<file path="src/rtl/sequence_player_pkg.sv">
// Shared widths, state encoding and helpers
// for the memory-game sequencer.
package sequence_player_pkg;

  localparam int LED_W  = 7;
  localparam int ADDR_W = 4;

  typedef enum logic [2:0] {
    S_IDLE         = 3'd0,
    S_FETCH        = 3'd1,
    S_SHOW         = 3'd2,
    S_GAP          = 3'd3,
    S_PFETCH       = 3'd4,
    S_WAIT_PRESS   = 3'd5,
    S_WAIT_RELEASE = 3'd6,
    S_END          = 3'd7
  } state_t;

  function automatic int max3(int a, int b, int c);
    int m;
    m = (a > b) ? a : b;
    return (m > c) ? m : c;
  endfunction

endpackage

</file>
<file path="src/rtl/sequence_player_timer.sv">
// Loadable down-counter shared by the timed states;
// zero flags the final cycle of a load.
module interval_timer #(
  parameter int WIDTH = 8
) (
  input  logic             clock,
  input  logic             reset,
  input  logic             load,
  input  logic [WIDTH-1:0] value,
  output logic             zero
);

  logic [WIDTH-1:0] count;

  always_ff @(posedge clock) begin
    if (reset)
      count <= '0;
    else if (load)
      count <= value;
    else if (count != '0)
      count <= count - WIDTH'(1);
  end

  assign zero = (count == '0);

endmodule

</file>
<file path="src/rtl/sequence_player.sv">
// Plays ROM patterns on the LEDs, then checks
// the player's presses against the same entries.
module sequence_player
  import sequence_player_pkg::*;
#(
  parameter int SHOW_CYCLES    = 50_000_000,
  parameter int GAP_CYCLES     = 25_000_000,
  parameter int TIMEOUT_CYCLES = 250_000_000
) (
  input  logic              clock,
  input  logic              reset,
  input  logic              start,
  input  logic [ADDR_W-1:0] last_addr,
  input  logic [LED_W-1:0]  buttons,
  output logic [ADDR_W-1:0] rom_addr,
  input  logic [LED_W-1:0]  rom_data,
  output logic [LED_W-1:0]  leds,
  output logic              busy,
  output logic              done,
  output logic              win,
  output logic              lose,
  output logic              timeout
);

  localparam int TW =
    $clog2(max3(SHOW_CYCLES, GAP_CYCLES,
                TIMEOUT_CYCLES) + 1);

  state_t            state;
  logic [ADDR_W-1:0] idx;
  logic [ADDR_W-1:0] last;
  logic              t_load;
  logic [TW-1:0]     t_value;
  logic              t_zero;

  interval_timer #(.WIDTH(TW)) u_timer (
    .clock (clock),
    .reset (reset),
    .load  (t_load),
    .value (t_value),
    .zero  (t_zero)
  );

  // Reload one cycle ahead so each timed state
  // sees exactly its configured length.
  always_comb begin
    t_load  = 1'b0;
    t_value = '0;
    unique case (state)
      S_FETCH: begin
        t_load  = 1'b1;
        t_value = TW'(SHOW_CYCLES - 1);
      end
      S_SHOW: begin
        t_load  = t_zero;
        t_value = TW'(GAP_CYCLES - 1);
      end
      S_PFETCH: begin
        t_load  = 1'b1;
        t_value = TW'(TIMEOUT_CYCLES - 1);
      end
      default: ;
    endcase
  end

  always_comb begin
    leds = '0;
    if (state == S_SHOW)
      leds = rom_data;
  end

  always_ff @(posedge clock) begin
    if (reset) begin
      state    <= S_IDLE;
      idx      <= '0;
      last     <= '0;
      rom_addr <= '0;
      busy     <= 1'b0;
      done     <= 1'b0;
      win      <= 1'b0;
      lose     <= 1'b0;
      timeout  <= 1'b0;
    end else begin
      case (state)
        S_IDLE: if (start) begin
          last     <= last_addr;
          idx      <= '0;
          rom_addr <= '0;
          win      <= 1'b0;
          lose     <= 1'b0;
          timeout  <= 1'b0;
          busy     <= 1'b1;
          state    <= S_FETCH;
        end
        S_FETCH: state <= S_SHOW;
        S_SHOW:  if (t_zero) state <= S_GAP;
        S_GAP: if (t_zero) begin
          if (idx != last) begin
            idx      <= idx + ADDR_W'(1);
            rom_addr <= idx + ADDR_W'(1);
            state    <= S_FETCH;
          end else begin
            idx      <= '0;
            rom_addr <= '0;
            state    <= S_PFETCH;
          end
        end
        S_PFETCH: state <= S_WAIT_PRESS;
        S_WAIT_PRESS: begin
          if (buttons != '0) begin
            if (buttons == rom_data) begin
              state <= S_WAIT_RELEASE;
            end else begin
              lose  <= 1'b1;
              done  <= 1'b1;
              state <= S_END;
            end
          end else if (t_zero) begin
            lose    <= 1'b1;
            timeout <= 1'b1;
            done    <= 1'b1;
            state   <= S_END;
          end
        end
        S_WAIT_RELEASE: if (buttons == '0) begin
          if (idx != last) begin
            idx      <= idx + ADDR_W'(1);
            rom_addr <= idx + ADDR_W'(1);
            state    <= S_PFETCH;
          end else begin
            win   <= 1'b1;
            done  <= 1'b1;
            state <= S_END;
          end
        end
        S_END: begin
          done  <= 1'b0;
          busy  <= 1'b0;
          state <= S_IDLE;
        end
        default: state <= S_IDLE;
      endcase
    end
  end

endmodule

</file>
<file path="config.mk">
export PLATFORM = sky130hd
export DESIGN_NAME = sequence_player
export DESIGN_NICKNAME = d
export VERILOG_FILES = /design/src/rtl/sequence_player_pkg.sv /design/src/rtl/sequence_player_timer.sv /design/src/rtl/sequence_player.sv
export SDC_FILE = /design/constraint.sdc
export NUM_CORES = 1
export LEC_CHECK = 0
export CORE_MARGIN = 5
export CORE_UTILIZATION = 35
export DETAILED_ROUTE_END_ITERATION = 6
export GPL_ROUTABILITY_DRIVEN = 0
export SYNTH_ARGS = -nofsm -noshare
export SYNTH_HDL_FRONTEND = slang
export SYNTH_SLANG_ARGS = --single-unit
</file>
<file path="constraint.sdc">
create_clock -name clock -period 2.3 [get_ports clock]
set_input_delay 0.46 -clock clock [delete_from_list [all_inputs] [get_ports clock]]
set_output_delay 0.46 -clock clock [all_outputs]
set_load 0.1 [all_outputs]
</file>
Word level (Yosys, flattened, before mapping)
Index checks and enable logic that the tools add are counted.

operators by class
  reductions and logical operators = 20
  equality and inequality tests = 19
  $add $sub $neg = 2
  mux-type cells = 34

operators by type and width
  operator                 number
  $pmux W28 S3             1
  $mux W28                 2
  $logic_not A28 Y1        1
  $reduce_bool A28 Y1      1
  $sub A28 B1 Y28 const B  1
  $pmux W3 S8              1
  $mux W3                  7
  $mux W4                  5
  $ne A2 B2 Y1 const B     8
  $reduce_and A5 Y1        3
  $eq A3 B3 Y1 const B     4
  $pmux W4 S3              1
  $reduce_and A4 Y1        3
  $pmux W1 S2              5
  $mux W1                  9
  $reduce_bool A2 Y1       4
  $eq A7 B7 Y1             1
  $logic_not A7 Y1         1
  $mux W7                  1
  $reduce_bool A7 Y1       1
  $eq A3 B2 Y1 const B     2
  $ne A3 B3 Y1 const B     2
  $reduce_bool A3 Y1       2
  $add A4 B1 Y4 const B    1
  other kinds (7)          8

word-level totals
  output and inout bits = 16
  word-level logic and storage cells = 84
  register bits = 44
  input bits = 21

Longest topological paths before layout
Gate-level depths: netlist of run 1.

  word-level depth = 4
  depth in mapped cells = 10
  mapped depth without buffers = 8

Modules after synthesis
From an unflattened synthesis of run 1, not the netlist that was laid out.

unflattened totals
  cells, all modules = 326
  area total of the unflattened synthesis = 2733.9 um^2

modules (own cells, without submodules)
  module           area each (um^2)  cells an instance  instances
  interval_timer   1652.8            194                1
  sequence_player  1081.0            132                1

Worst setup path before layout of run 1
Ideal clock, no wire load.

  path type = register -> register
  start point = register idx[0]
  end point = register idx[1]
  cell stages (with the launch flop) = 7
  library setup time = 0.119 ns
  slack = 0.055 ns
  arrival = 2.126 ns
  path through = dfxtp_1 xnor2_1 nand4_1 a31o_2 o21ai_1 mux2i_1 nor2_1

between the ends
  word-level cells in the longest chain between the ends = 4
  elaborated cells on any way between the ends = 9
  classes of those cells = add/sub (1); eq/ne (2); mux (5); reduce/logical (1)

ends and longest elaborated chain
  item                                                  RTL line                                       source
  from (decl)                                           sequence_player.sv:30                          logic [ADDR_W-1:0] idx;
  from (signal assigned)                                sequence_player.sv:99                          idx <= idx + ADDR_W'(1);
  from (signal assigned)                                sequence_player.sv:127                         idx <= idx + ADDR_W'(1);
  $add A4 B1 Y4 / $ne A4 B4 Y1 (equally long branches)  n/a
  $mux W4, on equally long branches                     sequence_player.sv:126, sequence_player.sv:98
  $mux W4, on equally long branches                     sequence_player.sv:125, sequence_player.sv:97
  $pmux W4 S3                                           sequence_player.sv:84                          case (state)

Parallel ways exist; a longest one is shown, timed or not. The select of a mux whose other input is x is not followed.
A chain may end at the register's enable or synchronous reset.

Final worst setup path of run 1
  start point = register u_timer.count[19]
  end point = register u_timer.count[26]

between the ends
  word-level cells in the longest chain between the ends = 3
  elaborated cells on any way between the ends = 7
  classes of those cells = add/sub (1); mux (3); reduce/logical (3)

ends and longest elaborated chain
  item                                                         RTL line                                                  source
  from (decl)                                                  sequence_player_timer.sv:13                               logic [WIDTH-1:0] count;
  from (signal assigned)                                       sequence_player_timer.sv:19                               count <= value;
  from (signal assigned)                                       sequence_player_timer.sv:21                               count <= count - WIDTH'(1);
  $sub A28 B1 Y28 / $logic_not A28 Y1 (equally long branches)  sequence_player_timer.sv:21, sequence_player_timer.sv:24
  $mux W28 / $pmux W1 S2 (equally long branches)               sequence_player_timer.sv:20, sequence_player.sv:49
  $mux W28 / $reduce_bool A2 Y1 (equally long branches)        n/a

Parallel ways exist; a longest one is shown, timed or not. The select of a mux whose other input is x is not followed.

==> results of run 1 <==
path summary, 6_finish.rpt:
check                           cells past startpoint                      startpoint  slack, ns                        endpoint
worst max-delay path                                6  u_timer.count[19]$_SDFFE_PP0P_       0.12  u_timer.count[26]$_SDFFE_PP0P_
worst min-delay path                                2               done$_SDFFE_PP0P_       0.46               done$_SDFFE_PP0P_
worst max register to register                      6  u_timer.count[19]$_SDFFE_PP0P_       0.12  u_timer.count[26]$_SDFFE_PP0P_
worst min register to register                      2               done$_SDFFE_PP0P_       0.46               done$_SDFFE_PP0P_
layout by cell type, fill, tap and decap left out, types with 10 or more instances in the layout:
cell type	Yosys	final
xnor2_1	14	14
o21ai_1	11	10
dfxtp_1	44	44
xor2_1	23	23
clkdlybuf4s50_1	0	20
nand2_1	24	24
nor3_1	18	17
nor2_1	30	29
a21oi_1	30	30
buf_4	0	39
cell families (layout without fill, tap and decap cells):
logic type / Yosys count / count (layout) / share of synthesized area, %
and+or+nand+nor: 139 / 139 / 31.40
AOI/OAI and AO/OA: 63 / 63 / 14.33
DFF: 44 / 44 / 34.32
xor gates and xnor gates: 37 / 37 / 12.63
buffers and inverters: 18 / 79 / 3.071
muxes: 7 / 7 / 2.779
adders and majority gates: 3 / 3 / 1.463
flip-flops by register name, indices dropped and copies added (netlist names):
register,flops
timeout,1
u_timer.count,28
lose,1
busy,1
win,1
state,3
last,4
idx,4
done,1
through the flow:
stage | hold WS [ns] | cell area [um2] | worst slack, ns | TNS [ns] | util [%]
global placement | 0.4422 | 3264 | 0.05037 | 0 | 45.25
detailed placement | 0.4489 | 3264 | 0.05328 | 0 | 45.25
global route | 0.4829 | 3436 | -0.001549 | -0.001549 | 47.62
floorplan | 0.4853 | 2566 | 0.05515 | 0 | -
finish | 0.4632 | 3436 | 0.1223 | 0 | 47.62
CTS | 0.4635 | 3386 | 0.1023 | 0 | 46.93
worst reg2reg max path: cells and delay by family (launching register included):
| family | cells | cell delay (ns) |
|---|---|---|
| simple gates | 3 | 1.20 |
| compound gates | 2 | 0.18 |
| flops | 1 | 0.32 |
| mux | 1 | 0.37 |
final cells by class:
class,count,area (um2)
fill,711,3779
clock inverter,2,38.79
timing repair buffer,67,653.1
inverter,4,15.01
clock buffer,6,82.58
sequential,44,880.8
multi-input combinational,249,1642
tap,99,123.9
synth_stat cells (5+ instances only):
cell type / n / share of area, %
and3_1: 8 / 2.0
nand4_1: 5 / 1.2
clkbuf_1: 10 / 1.5
nand2_1: 24 / 3.5
nor3_1: 18 / 3.5
nor2_1: 30 / 4.4
o21ai_1: 11 / 2.1
dfxtp_1: 44 / 34
xnor2_1: 14 / 4.8
or4_1: 5 / 1.5
nor4_1: 10 / 2.4
a21oi_1: 30 / 5.9
mux2i_1: 6 / 2.3
xor2_1: 23 / 7.8
layer usage:
metal	wire length (um)	track usage, %	share of wire [%]
met3	185	2.841	2.7
met1	3465	21.67	50
met2	3199	25.77	47
met4	21	2.488	0.31
met5	0	0	0
power by group:
group / leakage [nW] / switching, mW / total, mW / internal [mW]
sequential: 0.361 / 0.289 / 1.28 / 0.988
clock: 0.0614 / 0.271 / 0.626 / 0.355
combinational: 0.931 / 1.40 / 2.46 / 1.06
what timing repair did:
action / CTS / global route
endpoints found under the setup margin: 0 / 24
buffers inserted: 0 / 2
endpoints found under the hold margin: 0 / 0
resized for setup: 0 / 7
==> impl_metrics.env, run 1 <==
export IMPL_path_cells="or4_4 -> or4_1 -> nor3_2 -> mux2_2 -> o21ai_2 -> a21oi_1"
export IMPL_fin_crit_sh_pct=94.68
export IMPL_area_growth_syn_to_layout_pct=33.89
export IMPL_slowest_stage="or4_4"
export IMPL_synth_seq_cells=44
export IMPL_setup_viol=0
export IMPL_grt_pass1_wl_um=11470
export IMPL_port_buffers=36
export IMPL_dp_cells=461
export IMPL_viasPerCell=5.081
export IMPL_cp_num_buf_inv=0
export IMPL_hold_viol_final=0
export IMPL_clock_sinks=44
export IMPL_wl_per_cell_um=14.59
export IMPL_skew_ns=0.004474
export IMPL_clock_root_buffer="clkbuf_8"
export IMPL_post_dp_hpwl_um=5071
export IMPL_worst_path_max_fanout=5
export IMPL_syn_cell_area_um2=2566
export IMPL_totalPowerFinal_mw=4.367
export IMPL_finalMaxSlewViolations=0
export IMPL_crit_arrival_ns=2.36
export IMPL_min_period_ns=2.178
export IMPL_yosys_warnings=0
export IMPL_hold_path_class="reg2reg"
export IMPL_row_count=31
export IMPL_cts_buffers=5
export IMPL_cp_top_family="simple AND/OR/NAND/NOR gates"
export IMPL_ys_types=51
export IMPL_async_flop_share_pct=0
export IMPL_leakage_nw=1.354
export IMPL_max_freq_mhz=459.2
export IMPL_synth_seq_area_share_pct=34.32
export IMPL_path_class="reg2reg"
export IMPL_ir_drop_mv=0.5204
export IMPL_grt_max_degree=36
export IMPL_drc=0
export IMPL_critPathCaptureType="register"
export IMPL_drive_above_1_share_pct=20.43
export IMPL_avgSynthCellArea_um2=8.251
export IMPL_powerDensity_nw_per_um2=1271
export IMPL_slew_headroom_pct=63.66
export IMPL_status="finished, final reports clean"
export IMPL_num_nets_final=395
export IMPL_die_area_um2=9144
export IMPL_worst_slew_pin_slew_ns=0.5443
export IMPL_antenna_left=0
export IMPL_clockBufferDepth=2
export IMPL_synth_edf_count=0
export IMPL_fp_dieH_um=95.63
export IMPL_grt_pass1_vias=2416
export IMPL_io_pins=37
export IMPL_antenna_found_initial=0
export IMPL_core_region_area_um2=7214
export IMPL_start_kind="register"
export IMPL_die_x_um=95.63
export IMPL_initial_core_util_pct=35.57
export IMPL_clk_latency_ns=0.29
export IMPL_num_vias=2393
export IMPL_grt_use_total_pct=15.65
export IMPL_drtPass1Iterations=4
export IMPL_drtIter0Drc=161
export IMPL_grt_overflow=0
export IMPL_critPathRequiredTime_ns=2.48
export IMPL_slowest_delay_ns=0.58
export IMPL_drt_wl_total_um=6872
export IMPL_synthesis_nets=335
export IMPL_clk_pin_slew_ns=0.08
export IMPL_drv_cap=0
export IMPL_netlist_instances=311
export IMPL_diodes=0
export IMPL_hold_buffers=0
export IMPL_cts_tree="done"
export IMPL_h_tree_depth=2
export IMPL_ys_flop_type="dfxtp_1"
export IMPL_fin_cells=471
Power figures use the tool's default switching activity.
==> run 2, diff against run 1 <==
Settings changed: RECOVER_POWER set to 25.
Clock period 2.3 ns to 2.25 ns, I/O delays scaled along.
==> run 2 against run 1 <==
Critical path type unchanged. Highest routed layer unchanged. Register-to-register slack worse by 0.04 ns. Clock power barely moved. Largest power group unchanged. Combinational power grew 3%. Cell area up 0.18%. Clock skew rose by 0.00077 ns. Critical path depth did not move. Core utilization up 0.087 points.
==> impl_metrics.env, run 2 (synthesis results as in run 1) <==
export IMPL_status="finished, final reports clean"
export IMPL_grt_overflow=0
export IMPL_hold_ws_ns=0.4640
export IMPL_largestRegisters="u_timer.count: 28 flops, idx: 4 flops, last: 4 flops"
export IMPL_largest_reg_flops=28
export IMPL_crit_arrival_ns=2.36
export IMPL_ir_drop_mv=0.5385
export IMPL_port_buffers=36
export IMPL_die_x_um=95.63
export IMPL_die_area_um2=9144
export IMPL_r2r_start="u_timer.count[19]$_SDFFE_PP0P_"
export IMPL_clock_root_buffer="clkbuf_8"
export IMPL_fillers=723
export IMPL_cp_num_buf_inv=0
export IMPL_io_pins=37
export IMPL_grt_max_degree=24
export IMPL_clock_sinks=44
export IMPL_slowest_stage="or4_4"
export IMPL_hold_viol_final=0
export IMPL_drt_wl_total_um=6637
export IMPL_fp_dieH_um=95.63
export IMPL_powerDensity_nw_per_um2=1294
export IMPL_regArea_um2=883.3
export IMPL_layout_common_cells="42 x dfxtp_1, 34 x buf_4, 30 x nor2_1, 30 x a21oi_1, 24 x nand2_1"
export IMPL_post_dp_hpwl_um=5055
export IMPL_startpoint="u_timer.count[19]$_SDFFE_PP0P_"
export IMPL_path_cells="or4_4 -> or4_1 -> nor3_1 -> mux2_2 -> o21ai_1 -> a21oi_1"
export IMPL_antenna_found_initial=0
export IMPL_grt_use_total_pct=15.51
export IMPL_worstHoldStart="timeout$_SDFFE_PP0P_"
export IMPL_drc=0
export IMPL_h_tree_depth=2
export IMPL_hold_depth=2
export IMPL_min_period_ns=2.167
export IMPL_num_nets_final=401
export IMPL_hold_path_class="reg2reg"
export IMPL_worst_path_max_fanout=5
export IMPL_grt_pass1_vias=2354
export IMPL_multi_input_area_um2=1645
export IMPL_viasPerCell=5.107
export IMPL_r2r_slack_ns=0.08
export IMPL_clockBufferDepth=2
export IMPL_critPathRequiredTime_ns=2.44
export IMPL_setup_viol=0
export IMPL_layout_commonest_cell="dfxtp_1"
export IMPL_core_region_area_um2=7214
export IMPL_slowest_delay_ns=0.57
export IMPL_area_growth_syn_to_layout_pct=34.13
export IMPL_clk_latency_ns=0.30
export IMPL_initial_core_util_pct=35.57
export IMPL_worst_slew_pin_slew_ns=0.5490
export IMPL_reg2reg_to="u_timer.count[26]$_SDFFE_PP0P_"
export IMPL_clk_pin_slew_ns=0.09
export IMPL_start_kind="register"
export IMPL_cts_tree="done"
export IMPL_finalMaxSlewViolations=0
export IMPL_row_count=31
export IMPL_diodes=0
export IMPL_path_class="reg2reg"
export IMPL_antenna_left=0
export IMPL_drv_cap=0
export IMPL_drtIter0Drc=152
export IMPL_holdPathEnd="timeout$_SDFFE_PP0P_"
export IMPL_leakage_nw=1.364
export IMPL_num_vias=2436
export IMPL_reg2reg_depth=6
export IMPL_cts_buffers=5
export IMPL_max_flop_register="u_timer.count"
export IMPL_fin_crit_sh_pct=96.33
export IMPL_tns_ns=0
export IMPL_drtPass1Iterations=4
export IMPL_wl_per_cell_um=13.91
export IMPL_skew_ns=0.005239
export IMPL_cp_top_family="simple AND/OR/NAND/NOR gates"
export IMPL_max_freq_mhz=461.4
export IMPL_critPathCaptureType="register"
export IMPL_grt_pass1_wl_um=11280
export IMPL_slew_headroom_pct=63.56
export IMPL_drive_above_1_share_pct=21.43
export IMPL_totalPowerFinal_mw=4.455
==> run 2: cell count changes in the layout (fill, tap and decap cells not counted), moves of 2 or more <==
cell	change
dfxtp_2	+2
buf_4	-5
dfxtp_1	-2
clkbuf_1	+2
clkbuf_2	+9
==> run 2: area by class of cell <==
cell class	count	share of cell area (%)
Sequential cell	44	25.66
Clock inverter	3	1.345
Inverter	4	0.4362
Multi-Input combinational cell	249	47.80
Tap cell	99	3.599
Clock buffer	5	1.999
Timing Repair Buffer	73	19.16
==> run 2: power by group <==
group          switching [mW]  internal, mW  total, mW
clock network           0.295         0.335      0.629
logic                    1.43          1.10       2.53
registers               0.281          1.01       1.29
==> run 2: through the flow <==
stage / setup WS, ns / util (%) / cells / instance area, um2
2_1_floorplan: 0.005149 / - / 311 / 2566
3_3_place_gp: 0.01747 / 45.49 / 465 / 3282
3_5_place_dp: 0.01942 / 45.49 / 465 / 3282
4_1_cts: 0.01099 / 47.09 / 473 / 3397
5_1_grt: -0.002554 / 47.71 / 477 / 3442
6_report: 0.08267 / 47.71 / 477 / 3442
==> run 2: timing repair <==
action                     in CTS  in global routing
setup endpoints to repair       0                 35
buffers inserted                0                  4
resized for setup               0                 10
hold buffers                    0                  0
==> run 2: metal layers <==
layer / wire, um / track usage (%) / vias to the layer above
met5: 0 / 0 / -
met4: 110 / 4.028 / 0
met3: 162 / 3.157 / 9
met2: 3035 / 24.32 / 31
met1: 3330 / 21.62 / 1140
li1: - / - / 1256
==> run 2: how the worst max path moves through the flow <==
| stage | endpoint | depth (start not counted) |
|---|---|---|
| 5_1_grt | u_timer.count[16]$_SDFFE_PP0P_ | 10 |
| 6_report | u_timer.count[26]$_SDFFE_PP0P_ | 6 |
| 3_3_place_gp | lose$_SDFFE_PP0P_ | 7 |
| 3_5_place_dp | idx[1]$_SDFFE_PP0P_ | 8 |
| 2_1_floorplan | idx[1]$_SDFFE_PP0P_ | 6 |
| 4_1_cts | state[1]$_SDFFE_PP0P_ | 7 |
==> run 2: worst register-to-register path, cell delays in order, from the launching register on <==
cell	delay, ns
dfxtp_1	0.32
or4_4	0.57
or4_1	0.42
nor3_1	0.20
mux2_2	0.37
o21ai_1	0.12
a21oi_1	0.07
